**config.mk**
```make
export PLATFORM = sky130hd
export DESIGN_NAME = lock_input_cond
export DESIGN_NICKNAME = d
export VERILOG_FILES = /design/src/rtl/lock_pkg.sv /design/src/rtl/lock_debounce.sv /design/src/rtl/lock_input_cond.sv
export SDC_FILE = /design/constraint.sdc
export NUM_CORES = 1
export LEC_CHECK = 0
export BUFFER_PORTS_ARGS = -buffer_cell sky130_fd_sc_hd__buf_2
export CORE_AREA = 2 2 123 125
export CTS_CLUSTER_DIAMETER = 50
export DETAILED_ROUTE_END_ITERATION = 10
export DIE_AREA = 0 0 125 127
export GPL_TIMING_DRIVEN = 0
export PLACE_DENSITY = 0.81
export SYNTH_ARGS = -nofsm -noshare
export SYNTH_HDL_FRONTEND = slang
export SYNTH_SLANG_ARGS = --single-unit
```
**constraint.sdc**
```tcl
create_clock -name clk -period 1.73 [get_ports clk]
set_input_delay 0.0865 -clock clk [delete_from_list [all_inputs] [get_ports clk]]
set_output_delay 0.0865 -clock clk [all_outputs]
set_load 0.02 [all_outputs]
```
**src/rtl/lock_pkg.sv**
```systemverilog
// Shared definitions for the lock front-end: button FSM encoding, the default
// debounce length and a constant-evaluable ceiling log2.
package lock_pkg;

    localparam logic [1:0] BTN_ST_IDLE         = 2'd0;
    localparam logic [1:0] BTN_ST_PRESS_WAIT   = 2'd1;
    localparam logic [1:0] BTN_ST_HELD         = 2'd2;
    localparam logic [1:0] BTN_ST_RELEASE_WAIT = 2'd3;

    typedef enum logic [1:0] {
        BTN_IDLE         = BTN_ST_IDLE,
        BTN_PRESS_WAIT   = BTN_ST_PRESS_WAIT,
        BTN_HELD         = BTN_ST_HELD,
        BTN_RELEASE_WAIT = BTN_ST_RELEASE_WAIT
    } btn_state_e;

    // 10 ms at 100 MHz
    localparam int DEBOUNCE_CYCLES_DEFAULT = 1_000_000;

    function automatic int clog2(input int value);
        int r;
        r = 0;
        for (int i = 0; i < 31; i++) begin
            if ((32'd1 << i) < value) begin
                r = i + 1;
            end
        end
        return r;
    endfunction

endpackage

```
**src/rtl/lock_debounce.sv**
```systemverilog
// Per-input synchroniser and debounce counter; exposes the synchronised sample
// and the accepted (debounced) level.
module lock_debounce
    import lock_pkg::*;
#(
    parameter int SYNC_STAGES     = 2,
    parameter int DEBOUNCE_CYCLES = DEBOUNCE_CYCLES_DEFAULT
) (
    input  logic clk,
    input  logic reset,
    input  logic raw_i,
    output logic synced_o,
    output logic level_o
);

    localparam int CNT_W = clog2(DEBOUNCE_CYCLES + 1);
    localparam logic [CNT_W-1:0] CNT_LAST = CNT_W'(DEBOUNCE_CYCLES - 1);

    logic [SYNC_STAGES-1:0] sync_q;
    logic [CNT_W-1:0]       cnt_q;
    logic [CNT_W-1:0]       cnt_d;
    logic                   level_q;
    logic                   level_d;
    logic                   synced_s;

    assign synced_s = sync_q[SYNC_STAGES-1];

    // synchroniser shift chain
    always_ff @(posedge clk or negedge reset) begin
        if (!reset) begin
            sync_q <= '0;
        end else begin
            sync_q <= {sync_q[SYNC_STAGES-2:0], raw_i};
        end
    end

    // count consecutive samples that disagree with the accepted level
    always_comb begin
        cnt_d   = '0;
        level_d = level_q;
        if (synced_s == level_q) begin
            cnt_d = '0;
        end else if (cnt_q >= CNT_LAST) begin
            level_d = synced_s;
            cnt_d   = '0;
        end else begin
            cnt_d = cnt_q + CNT_W'(1'b1);
        end
    end

    // counter and accepted-level registers
    always_ff @(posedge clk or negedge reset) begin
        if (!reset) begin
            cnt_q   <= '0;
            level_q <= 1'b0;
        end else begin
            cnt_q   <= cnt_d;
            level_q <= level_d;
        end
    end

    assign synced_o = synced_s;
    assign level_o  = level_q;

endmodule

```
**src/rtl/lock_input_cond.sv**
```systemverilog
// Lock FSM input conditioner: debounced levels plus one-pulse-per-press buttons.
// Optional LOCK_LOGIN_LATCH_EN: login is captured on each enter pulse.
module lock_input_cond
    import lock_pkg::*;
#(
    parameter int SYNC_STAGES     = 2,
    parameter int DEBOUNCE_CYCLES = DEBOUNCE_CYCLES_DEFAULT,
    parameter int N_SW            = 4
) (
    input  logic            clk,
    input  logic            reset,
    input  logic            btn_enter,
    input  logic            btn_oops,
    input  logic            sw_onoff,
    input  logic [N_SW-1:0] sw_login,
    output logic            enter,
    output logic            oops,
    output logic            onoff,
    output logic [N_SW-1:0] login
);

    // bit 0 enter, bit 1 oops, bit 2 onoff, bits 3.. login
    localparam int N_IN = N_SW + 3;

    logic [N_IN-1:0] raw_s;
    logic [N_IN-1:0] synced_s;
    logic [N_IN-1:0] level_s;
    logic [N_IN-3:0] unused_synced_s;
    logic [1:0]      press_s;

    assign raw_s           = {sw_login, sw_onoff, btn_oops, btn_enter};
    assign unused_synced_s = synced_s[N_IN-1:2];

    for (genvar g = 0; g < N_IN; g++) begin : g_db
        lock_debounce #(
            .SYNC_STAGES     (SYNC_STAGES),
            .DEBOUNCE_CYCLES (DEBOUNCE_CYCLES)
        ) u_db (
            .clk      (clk),
            .reset    (reset),
            .raw_i    (raw_s[g]),
            .synced_o (synced_s[g]),
            .level_o  (level_s[g])
        );
    end

    for (genvar b = 0; b < 2; b++) begin : g_btn
        btn_state_e state_q;
        btn_state_e state_d;
        logic       press_l;

        // button state register
        always_ff @(posedge clk or negedge reset) begin
            if (!reset) begin
                state_q <= BTN_IDLE;
            end else begin
                state_q <= state_d;
            end
        end

        // press is flagged only on the accepted rise, so holding never repeats
        always_comb begin
            state_d = state_q;
            press_l = 1'b0;
            case (state_q)
                BTN_IDLE: begin
                    if (synced_s[b]) state_d = BTN_PRESS_WAIT;
                    else             state_d = BTN_IDLE;
                end
                BTN_PRESS_WAIT: begin
                    if (level_s[b]) begin
                        state_d = BTN_HELD;
                        press_l = 1'b1;
                    end else if (!synced_s[b]) begin
                        state_d = BTN_IDLE;
                    end else begin
                        state_d = BTN_PRESS_WAIT;
                    end
                end
                BTN_HELD: begin
                    if (!synced_s[b]) state_d = BTN_RELEASE_WAIT;
                    else              state_d = BTN_HELD;
                end
                BTN_RELEASE_WAIT: begin
                    if (!level_s[b])     state_d = BTN_IDLE;
                    else if (synced_s[b]) state_d = BTN_HELD;
                    else                  state_d = BTN_RELEASE_WAIT;
                end
                default: begin
                    state_d = BTN_IDLE;
                end
            endcase
        end

        assign press_s[b] = press_l;
    end

    logic            enter_q, enter_d;
    logic            oops_q,  oops_d;
    logic            onoff_q, onoff_d;
    logic [N_SW-1:0] login_q, login_d;

    // output next-state: oops wins a same-cycle tie with enter
    always_comb begin
        enter_d = press_s[0] & ~press_s[1];
        oops_d  = press_s[1];
        onoff_d = level_s[2];
`ifdef LOCK_LOGIN_LATCH_EN
        if (enter_d) login_d = level_s[N_IN-1:3];
        else         login_d = login_q;
`else
        login_d = level_s[N_IN-1:3];
`endif
    end

    // registered outputs
    always_ff @(posedge clk or negedge reset) begin
        if (!reset) begin
            enter_q <= 1'b0;
            oops_q  <= 1'b0;
            onoff_q <= 1'b0;
            login_q <= '0;
        end else begin
            enter_q <= enter_d;
            oops_q  <= oops_d;
            onoff_q <= onoff_d;
            login_q <= login_d;
        end
    end

    assign enter = enter_q;
    assign oops  = oops_q;
    assign onoff = onoff_q;
    assign login = login_q;

endmodule

```
# Yosys cells after proc, flatten, opt, wreduce, memory -nomap -nowiden
# Index checks and enable logic that the tools add are counted.
[totals] regBits=172 out_inout_bits=7 word_cells=100
[op_classes] add_sub_neg=7 n_lt_le_gt_ge=7 n_eq_ne=13 muxes=28 n_bitwise=9 reduce_logical=9
[op_table] op="two-way mux 20 bit" count=14
[op_table] op="adder 20 x 1 -> 20 bit, second input constant" count=7
[op_table] op="greater-or-equal comparator 20 bit, second input constant" count=7
[op_table] op="one-hot mux 2 bit (4 select lines)" count=2
[op_table] op="AND reduction 2 bit" count=7
[op_table] op="== test 2 bit, second input constant" count=4
[op_table] op="two-way mux 1 bit" count=8
[op_table] op="two-way mux 2 bit" count=4
[op_table] op="NOT 1 bit" count=8
[op_table] op="== test 1 bit" count=7
[op_table] op="== test 2 x 1 -> 1 bit, second input constant" count=2
[op_table] op="zero test 2 bit" count=2
[op_table] op="AND 1 bit" count=1

# Longest topological paths before layout
[depth] depth_word=4 depth_mapped=8

# Hierarchy
# A second synthesis with hierarchy kept.
[hier_totals] hier_cells=759 area_unflattened_um2=8224.1
[modules_own_cells] mod="lock_debounce" n_inst=7 cells_per_inst=105 area_per_inst_um2=1122.3 seq_area_each_um2=575.6
[modules_own_cells] mod="lock_input_cond" n_inst=1 cells_per_inst=24 area_per_inst_um2=367.9 seq_area_each_um2=275.3

# Least setup slack after synthesis
# Ideal clock, no wire load.
[synth_timing] kind="register to register" from="register g_db[0].u_db.cnt_q[0]" to="register g_db[0].u_db.cnt_q[19]" setup_time_ns=0.072 arrival_time_ns=1.814 t_required_ns=1.658 setup_slack_ns=-0.157 stages_incl_launch_ff=8 path_buffers=1 synth_period_minus_slack_ns=1.887 path_cell_list="dfrtp_1 ha_1 and4_4 a2111o_1 a211oi_2 o221ai_2 buf_6 nor2_1"
[synth_between] elab_chain_len=3 elab_cells_between_ends=4
[synth_lines] item="start, declared" line_no="lock_debounce.sv:20" source="logic [CNT_W-1:0] cnt_q;"
[synth_lines] item="start signal, assigned" line_no="lock_debounce.sv:57" source="cnt_q <= cnt_d;"
[synth_lines] item="adder 20 x 1 -> 20 bit / greater-or-equal comparator 20 bit (equally long branches)" line_no="lock_debounce.sv:47, lock_debounce.sv:43"
[synth_lines] item="two-way mux 20 bit (*)" line_no="lock_debounce.sv:43" source="end else if (cnt_q >= CNT_LAST) begin"
[synth_lines] item="two-way mux 20 bit (*)" line_no="lock_debounce.sv:41" source="if (synced_s == level_q) begin"
[synth_lines] item="named net g_db[0].u_db.cnt_d[19]" line_no="lock_debounce.sv:21" source="logic [CNT_W-1:0] cnt_d;"
# The timed path passes the listed nets; every way through them passes the cells marked *.
# A chain may end at the register's enable or synchronous reset.

# Worst setup path in the final report
[layout_timing] from="register g_db[0].u_db.cnt_q[1]" to="register g_db[0].u_db.cnt_q[2]"
# The elaborated chain is that of the path after synthesis.

==> flow_summary.ini <==
[placed_design]
dpl_cell_area_um2 = 8310
place.gp.congestion = 0.797
dpl.hpwl_um = 8810
dp_cells = 975
numPortBuffers = 15

[timing]
fmax_ghz = 0.518
min_period_over_period_pct = 112
rsz0062_at_grt = yes
finClkSkew_ps = 11.8
tightest_slew_ps = 660
hold_ws_ps = 199
final_hold_viol_count = 0
setup_slack_ps = -200
post-route-min-period_ps = 1930
relSlewSlack_pct = 55.7
slew_viol_final = 0
setup_violations = 36
tns_ps = -4470

[setup_path]
endpoint = g_db[0].u_db.cnt_q[2]
endpoint_kind = flip-flop
ff2ff_path_depth = 7
cp_data_required_time_ps = 2090
reg2reg_to = g_db[0].u_db.cnt_q[2]
crit_type = reg2reg
r2r_slack_ps = -200
regToRegStartpoint = g_db[0].u_db.cnt_q[1]
crit_path_start_kind = flip-flop
arrival_ps = 2290
worstSetupStartpoint = g_db[0].u_db.cnt_q[1]
worstPathMaxFanout = 5

[yosys]
yosysWarnings = 0
postSynthAreaPerCell_um2 = 10.3
synth_cell_types = 47
synth.cell_area_um2 = 7950
synth_top_area_share_pct = 54.1
synthArstFlopShare_pct = 100
seq_area_frac_synth_pct = 54.1
ys_seq_elements = 172
syn_nets = 795
synth.largest_area_cell = dfrtp_1
syn-instance-count = 775
synth-edff-count = 0
ys.flop_type = dfrtp_1
synth.area.top_cells = dfrtp_1, xor2_1, nor2_1

[route]
wire_per_inst_um = 15.9
drc = 0
routed_wl_um = 17000
vias = 5937
first_pass_iters = 7
drtIter0Drc = 443
via_per_inst = 5.53
ant_nets = 0

[pwr]
p_comb_share_pct = 5.5
p_switching_mw = 1.87
peakVddDrop_mv = 0.751
power-per-cell-area_nw_per_um2 = 836
pwr-share-seq_pct = 48.3
intPower_mw = 6.74
p_clk_share_pct = 46.2
leakage_nw = 4.41
switching_share_pct = 21.7

[finish]
layout-drive-gt1-share_pct = 27.9
final_util_pct = 71.4
area_growth_pct = 29.5
num-nets-final = 896
instances_no_fill = 1073
diodes = 0
design_area_um2 = 10300

[die]
start_util_pct = 55.1
core_um2 = 14400
rows = 44
die_w_um = 125
dieHeight_um = 127
pin_count = 16
die-area_um2 = 15900

[grt]
antenna_found_initial = 0
grt_pass1_wl_um = 25500
grt.overflow.total = 0
grt_pass1_vias = 5659
grt_max_degree = 106
grt_usage_pct = 19.5

[cts]
ctsHtreeMaxLevel = 4
clk_pin_slew_ps = 60
cts_tree = yes
cts_buffer_depth = 2
clk_latency_ps = 430
cts_root_buf = clkbuf_16
cts_sinks = 172
numCtsBuffers = 17

[run_status]
status = finished with violations
failed_checks = setup timing

[min_path]
hold_class = in2async

[flow_run]
maxCapViolCount = 0
-- worst min-delay path by stage --
stage               slack (ps)  cells past startpoint        start                         end
floorplan                 -210                      0        reset  asynchronous set/reset pin
global placement           200                      1  sw_login[2]      g_db[5].u_db.sync_q[0]
detailed placement          60                      1        reset      g_db[6].u_db.sync_q[0]
CTS                        200                      2        reset      g_db[6].u_db.sync_q[0]
global route               260                      2        reset      g_db[6].u_db.sync_q[0]
finish                     200                      2        reset      g_db[6].u_db.sync_q[0]
-- stage by stage --
step	worst slack, ps	power [mW]
5_1_grt	-270	8.93
4_1_cts	-180	8.54
3_5_place_dp	-386	4.49
3_3_place_gp	-2060	4.47
2_1_floorplan	-28.1	4.34
6_report	-200	8.61
-- power by group through the flow --
stage,Clock [mW],Combinational (mW),Sequential [mW]
after floorplan,0,0.139,4.20
after global placement,0,0.255,4.21
after detailed placement,0,0.272,4.22
after CTS,4.04,0.351,4.14
after global routing,4.24,0.531,4.16
final,3.97,0.477,4.15
-- cell families after synthesis --
logic type	share of synthesized area, %
simple gates	22.6
flops	54.1
xor+xnor	13.8
compound gates	4.60
buf+inv	1.90
fa+ha+maj	1.73
mux	1.21
-- worst max-delay path, stage by stage (launching register included) --
cell and delay, ps:
dfrtp_1 400, ha_2 200, and4_4 150, a2111o_1 380, a211oi_2 280, o221ai_2 180
buf_6 190, nor2_4 90
-- routing by layer --
layer,part of all wire (%),global-route usage [%]
met5,0,0
met2,53,32.5
met1,42,25.1
met4,2.4,8.04
met3,2.9,4.15
-- layout by cell type (no fill, tap or decap), types with 6 or more instances in the layout --
cell	count
o21ai_0	8
buf_2	14
dfrtp_2	14
buf_4	47
o211ai_1	6
xnor2_1	41
nand3_1	49
nor2_1	113
clkbuf_16	17
nand4_1	28
dlygate4sd3_1	8
nor4_4	6
nor3_2	6
nand2_1	51
nor2_2	22
ha_4	6
and3_1	21
nor2_4	34
buf_6	18
xor2_1	82
dfrtp_1	158
nor3_4	6
inv_1	21
nor3_1	9
-- layout make-up --
| class | instances | area (um^2) |
|---|---|---|
| sequential | 172 | 4320 |
| multi-input combinational | 571 | 4250 |
| fill | 957 | 4130 |
| timing repair buffer | 83 | 684 |
| clock buffer | 20 | 447 |
| tap | 184 | 230 |
| clock inverter | 12 | 170 |
| buffer | 10 | 113 |
| inverter | 21 | 78.8 |
-- registers in the layout, summed over array words and instances (netlist names), named ones only --
name / flops
login: 4
g_db.u_db.sync_q: 14
g_db.u_db.level_o: 7
enter: 1
oops: 1
g_db.u_db.cnt_q: 140
onoff: 1
g_btn.state_q: 2
-- repair_timing --
action                     in CTS  in global routing
setup endpoints to repair     141                143
gates resized for setup        41                167
hold buffers                    8                  0
hold endpoints to repair       74                  0
gates cloned                    1                  5
buffers inserted               19                 35
pin swaps                      18                 67
-- Yosys cell counts, drive strengths merged, types with 2 or more instances --
cell type and instances:
and4 6, nor4 7, o211ai 6, xor2 82
dfrtp 172, nand2 53, or2 2, nor4b 5
buf 10, nor3 21, and3 22, nand2b 3
a31oi 7, a21boi 4, o31ai 3, mux2 5
a211oi 3, nand4 28, or4 2, xnor2 43
o21ai 12, a21oi 3, nor2 169, ha 11
mux2i 4, or3 2, inv 21, or4b 3
nand3 53, o21a 5
Note: power is estimated with default switching activity, not from simulation.
